--- src/rtl/dpram_fifo_ctrl.sv ---
// dpram_fifo_ctrl
// FIFO controller in front of a single-access-per-cycle dual-port RAM.
// The upstream valid/ready stream is written into the RAM. The RAM is drained
// into one registered output word. When a write and a read both want the RAM
// in the same cycle, they take turns on it in strict alternation.
module dpram_fifo_ctrl #(
  parameter int ADDR_SIZE     = 4,
  parameter int DATA_SIZE     = 8,
  parameter int AFULL_THRESH  = 14,
  parameter int AEMPTY_THRESH = 1
) (
  input  logic                 clk,
  input  logic                 reset,
  input  logic                 in_valid,
  output logic                 in_ready,
  input  logic [DATA_SIZE-1:0] in_data,
  output logic                 out_valid,
  input  logic                 out_ready,
  output logic [DATA_SIZE-1:0] out_data,
  output logic                 ram_wr_en,
  output logic [ADDR_SIZE-1:0] ram_wr_addr,
  output logic [DATA_SIZE-1:0] ram_wr_data,
  output logic                 ram_rd_en,
  output logic [ADDR_SIZE-1:0] ram_rd_addr,
  input  logic [DATA_SIZE-1:0] ram_rd_data,
  output logic [ADDR_SIZE:0]   count,
  output logic                 full,
  output logic                 empty,
  output logic                 almost_full,
  output logic                 almost_empty
);

  localparam int unsigned DEPTH = 1 << ADDR_SIZE;

  // Occupancy counters are one bit wider than the pointers so that DEPTH
  // (RAM full) and DEPTH+1 (RAM full plus output word) are representable.
  localparam logic [ADDR_SIZE:0]   MEM_FULL    = DEPTH[ADDR_SIZE:0];
  localparam logic [ADDR_SIZE:0]   CNT_ZERO    = '0;
  localparam logic [ADDR_SIZE:0]   CNT_ONE     = {{ADDR_SIZE{1'b0}}, 1'b1};
  localparam logic [ADDR_SIZE-1:0] PTR_ONE     = {{(ADDR_SIZE-1){1'b0}}, 1'b1};
  localparam logic [ADDR_SIZE:0]   AFULL_LVL   = AFULL_THRESH[ADDR_SIZE:0];
  localparam logic [ADDR_SIZE:0]   AEMPTY_LVL  = AEMPTY_THRESH[ADDR_SIZE:0];

  // Which side owns the RAM on the next contended cycle.
  typedef enum logic {
    PRIO_WRITE = 1'b0,
    PRIO_READ  = 1'b1
  } prio_e;

  logic [ADDR_SIZE-1:0] wr_ptr_q,    wr_ptr_d;
  logic [ADDR_SIZE-1:0] rd_ptr_q,    rd_ptr_d;
  logic [ADDR_SIZE:0]   mem_count_q, mem_count_d;
  logic                 out_valid_q, out_valid_d;
  logic [DATA_SIZE-1:0] out_data_q,  out_data_d;
  prio_e                prio_q,      prio_d;

  logic mem_full;
  logic mem_empty;
  logic wr_req;
  logic rd_req;
  logic contended;
  logic wr_gnt;
  logic rd_gnt;
  logic pop;

  // Request, grant and handshake decode; in_ready is kept independent of in_valid.
  always_comb begin
    mem_full  = (mem_count_q == MEM_FULL);
    mem_empty = (mem_count_q == CNT_ZERO);
    wr_req    = in_valid & ~mem_full;
    rd_req    = ~mem_empty & (~out_valid_q | out_ready);
    contended = wr_req & rd_req;
    in_ready  = ~reset & ~mem_full & (~rd_req | (prio_q == PRIO_WRITE));
    wr_gnt    = in_valid & in_ready;
    rd_gnt    = ~reset & rd_req & (~wr_req | (prio_q == PRIO_READ));
    pop       = out_valid_q & out_ready;
  end

  // Next-state computation for pointers, occupancy, output stage and priority.
  always_comb begin
    wr_ptr_d    = wr_ptr_q;
    rd_ptr_d    = rd_ptr_q;
    mem_count_d = mem_count_q;
    out_valid_d = out_valid_q;
    out_data_d  = out_data_q;
    prio_d      = prio_q;

    if (reset) begin
      wr_ptr_d    = '0;
      rd_ptr_d    = '0;
      mem_count_d = '0;
      out_valid_d = 1'b0;
      out_data_d  = '0;
      prio_d      = PRIO_WRITE;
    end else begin
      if (wr_gnt) begin
        wr_ptr_d = wr_ptr_q + PTR_ONE;
      end

      // A read refills the output word; a pop with no refill empties it.
      if (rd_gnt) begin
        out_data_d  = ram_rd_data;
        out_valid_d = 1'b1;
        rd_ptr_d    = rd_ptr_q + PTR_ONE;
      end else if (pop) begin
        out_valid_d = 1'b0;
      end

      // Write and read grants are exclusive, so at most one adjustment applies.
      if (wr_gnt) begin
        mem_count_d = mem_count_q + CNT_ONE;
      end else if (rd_gnt) begin
        mem_count_d = mem_count_q - CNT_ONE;
      end

      if (contended) begin
        prio_d = (prio_q == PRIO_WRITE) ? PRIO_READ : PRIO_WRITE;
      end
    end
  end

  // State registers; reset is folded into the next-state logic.
  always_ff @(posedge clk) begin
    wr_ptr_q    <= wr_ptr_d;
    rd_ptr_q    <= rd_ptr_d;
    mem_count_q <= mem_count_d;
    out_valid_q <= out_valid_d;
    out_data_q  <= out_data_d;
    prio_q      <= prio_d;
  end

  // RAM side and status outputs.
  always_comb begin
    ram_wr_en    = wr_gnt;
    ram_wr_addr  = wr_ptr_q;
    ram_wr_data  = in_data;
    ram_rd_en    = rd_gnt;
    ram_rd_addr  = rd_ptr_q;
    out_valid    = out_valid_q;
    out_data     = out_data_q;
    count        = mem_count_q + {{ADDR_SIZE{1'b0}}, out_valid_q};
    full         = mem_full;
    empty        = (count == CNT_ZERO);
    almost_full  = (count >= AFULL_LVL);
    almost_empty = (count <= AEMPTY_LVL);
  end

endmodule
--- config.mk ---
export PLATFORM = sky130hd
export DESIGN_NAME = dpram_fifo_ctrl
export DESIGN_NICKNAME = d
export VERILOG_FILES = /design/src/rtl/dpram_fifo_ctrl.sv
export SDC_FILE = /design/constraint.sdc
export NUM_CORES = 1
export LEC_CHECK = 0
export BUFFER_PORTS_ARGS = -buffer_cell sky130_fd_sc_hd__buf_4
export CAP_MARGIN = 20
export CORE_UTILIZATION = 49
export DETAILED_ROUTE_END_ITERATION = 12
export PLACE_DENSITY = 0.91
export SLEW_MARGIN = 5
export SYNTH_ARGS = -nofsm -noshare
export SYNTH_HDL_FRONTEND = slang
export SYNTH_SLANG_ARGS = --single-unit
export TNS_END_PERCENT = 5
--- constraint.sdc ---
create_clock -name clk -period 5.85 [get_ports clk]
set_input_delay 0.585 -clock clk [delete_from_list [all_inputs] [get_ports clk]]
set_output_delay 0.585 -clock clk [all_outputs]
set_load 0.01 [all_outputs]
==> results_dict.tcl <==
set metrics [dict create \
    slowest_stage "dfxtp_1" \
    synthCells 140 \
    synth_cell_types 30 \
    r2r-start "mem_count_q[0]" \
    die_w_um 52.5 \
    p_switching_uw 277 \
    vias 1061 \
    synth-edff-count 0 \
    layout_commonest_cell "buf_4" \
    synth-simple-area-share_pct 24.5 \
    drv_slew 0 \
    io_buffer_count 40 \
    drt-pass1-iter-count 4 \
    holdPathEnd "out_data[7]" \
    n_fill_cell 175 \
    maxCapViolCount 0 \
    reg2regPathDepth 8 \
    hp-class "in -> reg" \
    internal_power_uw 408 \
    syn-num-nets 168 \
    track_usage_pct 20.1 \
    final_layout_size_suffix_gt1_share_pct 29.7 \
    wirelength_mm 2.55 \
    async_flop_share_pct 0 \
    synth_top_family_by_area "simple AND/OR/NAND/NOR gates" \
    powerDensity_nw_per_um2 447 \
    chipHeight_um 52.5 \
    post-dp-hpwl_mm 1.93 \
    insertedDiodeCount 0 \
    tightest_slew_ps 479 \
    cp_cell_sequence "ha_1, ha_1, nand3_1, xor2_1, inv_1, nor4_1, nor2b_1, buf_4" \
    hold_depth 3 \
    cts_tree "done" \
    cpLargestDelayFamily "simple AND/OR/NAND/NOR gates" \
    synth.ff_latch_count 23 \
    core_area_um2 2300 \
    grt_max_degree 28 \
    postCtsSetupBuffers 0 \
    max_freq_ghz 0.360 \
    drc 0 \
    nNetsFinal 201 \
    overflow 0 \
    placed_cell_area_um2 1510 \
    synth.largest_area_cell "dfxtp_1" \
    vias_per_cell 5.31 \
    drt_iter0_markers 17 \
    status "finished, final reports clean" \
    required_ps 5270 \
    die_area_um2 2750 \
    clock_latency_ps 320 \
    switching_share_pct 40.5 \
    ir_drop_mv 0.259 \
    layout-area-overhead-vs-synth_pct 22.7 \
    synth_compound_area_share_pct 9.92 \
    synth_flop_cell "dfxtp_1" \
    reg2reg_to "mem_count_q[4]" \
    hp-start "ram_rd_data[7]" \
    post-route-cell-area_um2 1530 \
    crit_path_frequent_cell "ha_1" \
    maxSlewHeadroom_pct 67.9 \
    ctsHtreeMaxLevel 1 \
    antenna_found_initial 0 \
    critPathMaxStageDelay_ps 480 \
    cp-start-kind "flop" \
    setup_viol 0 \
    postRouteAntennaNets 0 \
    yosys-top-cells-area "dfxtp_1, ha_1, nand2b_1, mux2i_1, buf_4" \
    worstSetupEndpointType "output port" \
    ys.warnings.count 0 \
    cp.arrival_ps 2200 \
    rrSetupSlack_ps 3200 \
    synth_xor_area_share_pct 6.31 \
    rows 17 \
    first_global_vias 1022 \
    crit_type "reg -> out" \
    synthAdderAreaFrac_pct 8.62 \
    cp_max_fo 6 \
    cts.path.max_buffers 2 \
    grt_pass1_wl_mm 4.11 \
    synthMuxAreaShare_pct 5.61 \
    setup_tns_ps 0 \
    synth_area_per_cell_um2 8.92 \
    start_util_pct 54.4 \
    post-synth-top-area-fraction_pct 36.9 \
    finalHoldViolations 0 \
    cts_hold_buf 0 \
    final.min_clock_period_ps 2780 \
    cp_num_buf_inv 2 \
    rsz0062_at_grt "false" \
    p_leak_nw 0.746 \
    skew_ps 7.37 \
    period_share_pct 47.5 \
    cts_sinks 23 \
    path_clk_slew_ps 130 \
    cts_resized 0 \
    combPwrFrac_pct 52.0 \
    cts_root_buffer "clkbuf_4" \
    layout_common_cells "buf_4, dfxtp_1, nand2_1" \
    seqPwrFrac_pct 36.8 \
    clockPowerShare_pct 11.1 \
    pin_count 57 \
    cts_buffers 3 \
    wl_per_cell_um 12.8 \
    place.gp.congestion 0.880 \
    syn_area_um2 1250 \
    ys_seq_area_share_pct 36.9 \
]
## registers in the layout, indices dropped and copies added, names as in the netlist
| register | count |
|---|---|
| ram_rd_addr | 4 |
| out_valid | 1 |
| prio_q | 1 |
| ram_wr_addr | 4 |
| mem_count_q | 5 |
| out_data | 8 |
## logic make-up (layout without fill, tap and decap cells)
| group | Yosys count | in the layout |
|---|---|---|
| flip-flops | 23 | 23 |
| buffers and inverters | 17 | 49 |
| multiplexers | 7 | 7 |
| AND/OR/NAND/NOR | 53 | 53 |
| adder cells (fa/ha/maj) | 8 | 8 |
| XOR/XNOR | 9 | 9 |
| AO/OA/AOI/OAI | 23 | 23 |
## tightest hold or removal path: stages
cell and delay [ps]:
buf_4 70, nand2_1 30, o21ai_0 50
## metal layers
layer  global-route usage [%]  vias up  share of wire, %
li1                         -      525                 -
met1                     22.7      496                40
met2                     35.2       36                53
met3                     5.51        4               5.8
met4                     7.89        0               1.2
met5                        0        -                 0
## area by class of cell
| cell class | instances | area [um2] | share of cell area, % |
|---|---|---|---|
| Sequential cell | 23 | 460 | 30.0 |
| Timing Repair Buffer | 41 | 308 | 20.1 |
| Clock buffer | 3 | 22.5 | 1.47 |
| Inverter | 4 | 15.0 | 0.980 |
| Clock inverter | 1 | 5.00 | 0.327 |
| Tap cell | 28 | 35.0 | 2.29 |
| Multi-Input combinational cell | 100 | 687 | 44.8 |
## synthesized netlist by cell type, types with 2 or more instances
master	n
a21oi_1	6
buf_2	3
buf_4	9
dfxtp_1	23
ha_1	7
inv_1	4
mux2i_1	7
nand2_1	16
nand2b_1	14
nand3_1	4
nand3b_1	2
nor2_1	7
nor4_1	2
o21ai_0	13
xnor2_1	3
xor2_1	6
## power groups by stage
| stage | clock (mW) | sequential (mW) | combinational (mW) |
|---|---|---|---|
| finish | 0.0762 | 0.252 | 0.356 |
| CTS | 0.0772 | 0.251 | 0.360 |
| floorplan | 0 | 0.257 | 0.214 |
| global route | 0.0826 | 0.259 | 0.393 |
| global placement | 0 | 0.251 | 0.341 |
| detailed placement | 0 | 0.254 | 0.359 |
## worst max-delay path by stage
stage | to | slack (ps) | start | cells after the start
after floorplan | mem_count_q[4] | 3380 | mem_count_q[0] | 8
after global placement | mem_count_q[4] | 3240 | out_ready | 9
after detailed placement | mem_count_q[4] | 3150 | out_ready | 9
after CTS | empty | 3070 | mem_count_q[0] | 8
after global routing | empty | 2840 | mem_count_q[0] | 8
final | empty | 3070 | mem_count_q[0] | 8
## per-stage QoR
stage	util [%]	hold WS (ps)	worst slack [ps]	power (mW)	instances
after floorplan	-	478	3380	0.471	140
after global placement	65.5	447	3240	0.592	196
after detailed placement	65.5	466	3150	0.613	196
after CTS	66.7	444	3070	0.688	200
after global routing	66.7	446	2840	0.734	200
final	66.7	443	3070	0.685	200
No activity file was read; power rests on OpenSTA's default activity.
